**src/rtl/tx_frame_scheduler.sv**
```systemverilog
// rtl/tx_frame_scheduler.sv - round-robin scheduler sharing one frame transmitter among NUM_REQ sources
// Optional WAIT_DONE abort watchdog with timeout_err output: define TX_SCHED_WATCHDOG_EN.

module tx_frame_scheduler #(
    parameter int NUM_REQ        = 4,
    parameter int DATA_W         = 32,
    parameter int IFG_CYCLES     = 12,
    parameter int TIMEOUT_CYCLES = 1024
) (
    input  logic                      clk,
    input  logic                      rst,
    input  logic [NUM_REQ-1:0]        req,
    input  logic [NUM_REQ*DATA_W-1:0] req_data,
    output logic [NUM_REQ-1:0]        ack,
    output logic [NUM_REQ-1:0]        grant,
    output logic [DATA_W-1:0]         tx_data,
    output logic                      tx_en,
    input  logic                      tx_done,
    output logic                      busy,
`ifdef TX_SCHED_WATCHDOG_EN
    output logic                      timeout_err,
`endif
    output logic [15:0]               frame_cnt
);

    localparam int PTR_W = (NUM_REQ > 1) ? $clog2(NUM_REQ) : 1;
    localparam int IFG_W = (IFG_CYCLES > 1) ? $clog2(IFG_CYCLES + 1) : 1;
    localparam logic [IFG_W-1:0]   IFG_LOAD = IFG_W'(IFG_CYCLES);
    localparam logic [NUM_REQ-1:0] ONE_HOT0 = {{(NUM_REQ-1){1'b0}}, 1'b1};

    typedef enum logic [1:0] {IDLE, START, WAIT_DONE, IFG} state_t;

    state_t            state, state_next;
    logic [PTR_W-1:0]  ptr, win, ptr_next;
    logic [DATA_W-1:0] sel_data;
    logic [IFG_W-1:0]  ifg_cnt;
    logic              wd_expire;
    logic              frame_end;

    // First requester at or above ptr, wrapping around.
    always_comb begin
        int               idx;
        logic             found;
        logic [PTR_W-1:0] idx_p;
        win   = ptr;
        found = 1'b0;
        idx   = 0;
        idx_p = '0;
        for (int i = 0; i < NUM_REQ; i++) begin
            idx = int'(ptr) + i;
            if (idx >= NUM_REQ) idx = idx - NUM_REQ;
            idx_p = PTR_W'(idx);
            if (!found && req[idx_p]) begin
                found = 1'b1;
                win   = idx_p;
            end
        end
    end

    assign ptr_next = (int'(win) == NUM_REQ - 1) ? '0 : win + 1'b1;

    always_comb begin
        sel_data = '0;
        for (int i = 0; i < NUM_REQ; i++) begin
            if (win == PTR_W'(i)) sel_data = req_data[i*DATA_W +: DATA_W];
        end
    end

`ifdef TX_SCHED_WATCHDOG_EN
    localparam int WD_W = $clog2(TIMEOUT_CYCLES + 1);
    localparam logic [WD_W-1:0] WD_LAST = WD_W'(TIMEOUT_CYCLES - 1);

    logic [WD_W-1:0] wd_cnt;

    assign wd_expire = (state == WAIT_DONE) && !tx_done && (wd_cnt == WD_LAST);

    always_ff @(posedge clk or posedge rst) begin
        if (rst) begin
            wd_cnt <= '0;
        end else if (state == WAIT_DONE) begin
            wd_cnt <= wd_cnt + 1'b1;
        end else begin
            wd_cnt <= '0;
        end
    end
`else
    assign wd_expire = 1'b0;
`endif

    assign frame_end = (state == WAIT_DONE) && (tx_done || wd_expire);
    assign busy      = (state != IDLE);

    always_ff @(posedge clk or posedge rst) begin
        if (rst) begin
            state <= IDLE;
        end else begin
            state <= state_next;
        end
    end

    always_comb begin
        state_next = state;
        case (state)
            IDLE:      if (|req) state_next = START;
            START:     state_next = WAIT_DONE;
            WAIT_DONE: if (frame_end) state_next = (IFG_CYCLES == 0) ? IDLE : IFG;
            IFG:       if (ifg_cnt <= IFG_W'(1)) state_next = IDLE;
            default:   state_next = IDLE;
        endcase
    end

    // tx_en is registered from START so the start pulse trails grant by one cycle.
    always_ff @(posedge clk or posedge rst) begin
        if (rst) begin
            ptr         <= '0;
            grant       <= '0;
            tx_data     <= '0;
            tx_en       <= 1'b0;
            ack         <= '0;
            frame_cnt   <= '0;
            ifg_cnt     <= '0;
`ifdef TX_SCHED_WATCHDOG_EN
            timeout_err <= 1'b0;
`endif
        end else begin
            tx_en <= (state == START);
            ack   <= '0;
`ifdef TX_SCHED_WATCHDOG_EN
            timeout_err <= 1'b0;
`endif
            case (state)
                IDLE: begin
                    if (|req) begin
                        grant   <= ONE_HOT0 << win;
                        tx_data <= sel_data;
                        ptr     <= ptr_next;
                    end
                end
                WAIT_DONE: begin
                    if (tx_done) begin
                        ack       <= grant;
                        grant     <= '0;
                        frame_cnt <= frame_cnt + 16'd1;
                        ifg_cnt   <= IFG_LOAD;
                    end
`ifdef TX_SCHED_WATCHDOG_EN
                    else if (wd_expire) begin
                        grant       <= '0;
                        timeout_err <= 1'b1;
                        ifg_cnt     <= IFG_LOAD;
                    end
`endif
                end
                IFG: ifg_cnt <= ifg_cnt - 1'b1;
                default: ;
            endcase
        end
    end

endmodule

```
**config.mk**
```make
export PLATFORM = sky130hd
export DESIGN_NAME = tx_frame_scheduler
export DESIGN_NICKNAME = d
export VERILOG_FILES = /design/src/rtl/tx_frame_scheduler.sv
export SDC_FILE = /design/constraint.sdc
export NUM_CORES = 1
export LEC_CHECK = 0
export ABC_AREA = 1
export CORE_ASPECT_RATIO = 1.2
export CORE_MARGIN = 4
export CORE_UTILIZATION = 41
export DETAILED_ROUTE_END_ITERATION = 7
export PLACE_DENSITY = 0.81
export SLEW_MARGIN = 20
export SYNTH_ARGS = -nofsm -noshare
export SYNTH_HDL_FRONTEND = slang
export SYNTH_SLANG_ARGS = --single-unit
```
**constraint.sdc**
```tcl
create_clock -name clk -period 2.84 [get_ports clk]
set_input_delay 0.426 -clock clk [delete_from_list [all_inputs] [get_ports clk]]
set_output_delay 0.426 -clock clk [all_outputs]
set_load 0.01 [all_outputs]
```
==> flow_summary_export.csv <==
group,metric,value,unit
status,status,"finished clean",
setup_path,slowest_delay,0.48,ns
setup_path,reg2reg_slack,0.31,ns
drt,vias_per_cell,5.19,
timing,fmax,0.395,GHz
timing,slew_headroom,0.628,
timing,fin_ws,0.305,ns
synth,syn_area,0.00392,sq mm
timing,setup_violations,0,
global_routing,overflow,0,
clock_network,cts_inserted_buffers,9,
timing,period_needed,2.53,ns
power,p_int,4.25,mW
setup_path,critPathMaxFanout,26,
timing,tns,0,ns
timing,rsz0062_at_grt,"false",
global_routing,grtUsageTotal,0.245,
run,drv_cap,0,
timing,skew,0.00966,ns
setup_path,crit_chain,"inv_2 -> nand2_1 -> nand2_2 -> nand2_1 -> nand2_1 -> nand3_2 -> nand3_1 -> nand2_1 -> a21oi_1 -> ha_1 -> inv_1 -> buf_12 -> o211ai_1 -> a21oi_1",
setup_path,critPathArrivalTime,2.76,ns
placed_design,gp_congestion,0.945,
power,sw_frac_of_total,0.464,
synth,postSynthCellCount,517,
clock_network,root_buffer,"clkbuf_8",
clock_network,postCtsHoldBufs,0,
drt,routedWlPerCell,16.3,um
cells_and_area,final_common_cell,"clkdlybuf4s50_1",
cells_and_area,layout-drive-gt1-share,0.0798,
drt,vias,4327,
floorplanning,io_pins,193,
floorplanning,dieWidth,97.2,um
global_routing,grt_pass1_wl,22.0,mm
setup_path,r2r_cells,14,
drt,drt-initial-drc-count,192,
synth,synth.avg_cell_area,7.58,sq um
clock_network,htree_levels,3,
setup_path,cp.required,3.07,ns
timing,finalCritPeriodShare,0.893,
timing,hold_viol_final,0,
timing,tightest_slew,0.558,ns
cells_and_area,fillers,734,
placed_design,pre_cts_slack,0.0248,ns
placed_design,io_buffers,192,
synth,synth_nets,664,
floorplanning,start_util,0.427,
clock_network,clkSinkCount,65,
setup_path,crit_type,"reg2reg",
setup_path,cp-end-kind,"flop",
synth,synth_seq_cells,65,
power,p_leak,2.83,nW
cells_and_area,area_delta_synth_final,61.1,%
global_routing,antenna_found_initial,0,
clock_network,worstSkewPairLatency,0.35,ns
global_routing,first_global_vias,4461,
floorplanning,row_count,38,
hold_path,min_path_type,"in2async",
setup_path,critPathSlowestCell,"dfrtp_2",
floorplanning,dieArea,0.0112,sq mm
clock_network,clock_path_buffers,2,
drt,dr.pass1.iters,4,
timing,slew_viol_final,0,
synth,synth_cell_types,30,
power,clkPwrFrac,0.119,
placed_design,hpwl,10.3,mm
cells_and_area,postLayoutCellArea,0.00631,sq mm
clock_network,clkTransAtPathRegs,0.07,ns
setup_path,startpoint_type,"flop",
drt,drc,0,
power,combPwrFrac,0.684,
global_routing,grt_start_max_net_pins,42,
power,ir_drop,0.732,mV
drt,postRouteAntennaNets,0,
cells_and_area,final_nets,856,
synth,synth_seq_area_share,0.415,
setup_path,r2r-start,"ptr[0]",
power,power,7.93,mW
clock_network,cts_tree,"yes",
cells_and_area,layout_common_cells,"192 x clkdlybuf4s50_1, 130 x nand2_1, 99 x a21oi_1",
power,power_density,1260,mW/mm^2
synth,yosys_warnings,0,
floorplanning,die_height,115,um
drt,drt-total-wl,13.6,mm
placed_design,place_area,0.00607,sq mm
power,sequentialPowerShare,0.197,
cells_and_area,num_antenna_cells,0,
setup_path,crit_path_frequent_cell,"nand2_1",
power,power_switching,3.68,mW
floorplanning,core_area,0.00918,sq mm
setup_path,r2r_end,"tx_data[25]",
## how the worst max path moves through the flow
stage	slack (ns)	cells past startpoint	end	start
global route	0.04	20	tx_data[14]	ptr[0]
detailed placement	0.02	19	tx_data[25]	req[3]
CTS	0.24	19	tx_data[26]	ptr[0]
floorplan	0.61	20	tx_data[10]	ptr[0]
finish	0.31	14	tx_data[25]	ptr[0]
global placement	0.14	16	tx_data[25]	req[3]
## critical path: cells and delay by family, from the launching register on
family / cells / cell delay [ns]
buffers and inverters: 3 / 0.46
and+or+nand+nor: 7 / 0.62
DFF: 1 / 0.48
AOI/OAI and AO/OA: 3 / 0.55
adders and majority gates: 1 / 0.30
## stage by stage
step | hold WS, ns | utilization | cells
floorplan | 0.452 | - | 517
global placement | 0.463 | 0.662 | 818
detailed placement | 0.478 | 0.662 | 818
CTS | 0.452 | 0.687 | 834
global route | 0.499 | 0.688 | 834
finish | 0.442 | 0.688 | 834
## cell families after synthesis
| logic type | Yosys count | share of synthesized area |
|---|---|---|
| and+or+nand+nor | 212 | 0.232 |
| xor gates and xnor gates | 15 | 0.0335 |
| buffers and inverters | 67 | 0.0712 |
| DFF | 65 | 0.415 |
| AOI/OAI and AO/OA | 146 | 0.210 |
| adders and majority gates | 12 | 0.0383 |
## cell usage after synthesis, drive strengths merged
master  count  share of area
o22ai       1         0.0016
clkbuf     16          0.015
dfrtp      65           0.42
a21boi      2         0.0038
nor2       49          0.050
buf        12          0.018
nor3        3         0.0067
xnor2       9          0.020
o21ai      10          0.013
a21oi      99           0.13
clkinv      1         0.0013
xor2        6          0.013
nand4       3         0.0086
nand3      14          0.020
ha         12          0.038
or2         1         0.0016
nand2     142           0.15
o21a        1         0.0019
inv        38          0.036
o211ai     33          0.063
## area by class of cell
type / instances / area (sq um) / share of cell area
Clock buffer: 11 / 131 / 0.0208
Clock inverter: 5 / 104 / 0.0165
Inverter: 39 / 148 / 0.0234
Multi-Input combinational cell: 385 / 2010 / 0.319
Sequential cell: 65 / 1630 / 0.258
Tap cell: 120 / 150 / 0.0238
Timing Repair Buffer: 209 / 2140 / 0.339
## routing by layer
layer | GRT usage | share of wire | vias up
met3 | 0.0734 | 0.086 | 29
met4 | 0.0988 | 0.033 | 0
met2 | 0.446 | 0.51 | 192
met1 | 0.270 | 0.37 | 2015
li1 | - | - | 2091
met5 | 0 | 0 | -
## power groups by stage
stage / sequential, mW / clock (mW) / combinational, mW
3_3_place_gp: 1.55 / 0 / 5.27
6_report: 1.56 / 0.946 / 5.42
5_1_grt: 1.61 / 1.01 / 6.01
3_5_place_dp: 1.57 / 0 / 5.43
4_1_cts: 1.56 / 0.969 / 5.45
2_1_floorplan: 1.67 / 0 / 3.19
## registers in the layout, indices dropped and copies added, names as in the netlist
name       count
tx_data       32
frame_cnt     16
ack            4
grant          4
ifg_cnt        4
ptr            2
state          2
tx_en          1
## what timing repair did
| action | CTS | global route |
|---|---|---|
| setup endpoints to repair | 0 | 16 |
| setup buffers | 0 | 0 |
| resized for setup | 0 | 1 |
Note: power is estimated with default switching activity, not from simulation.
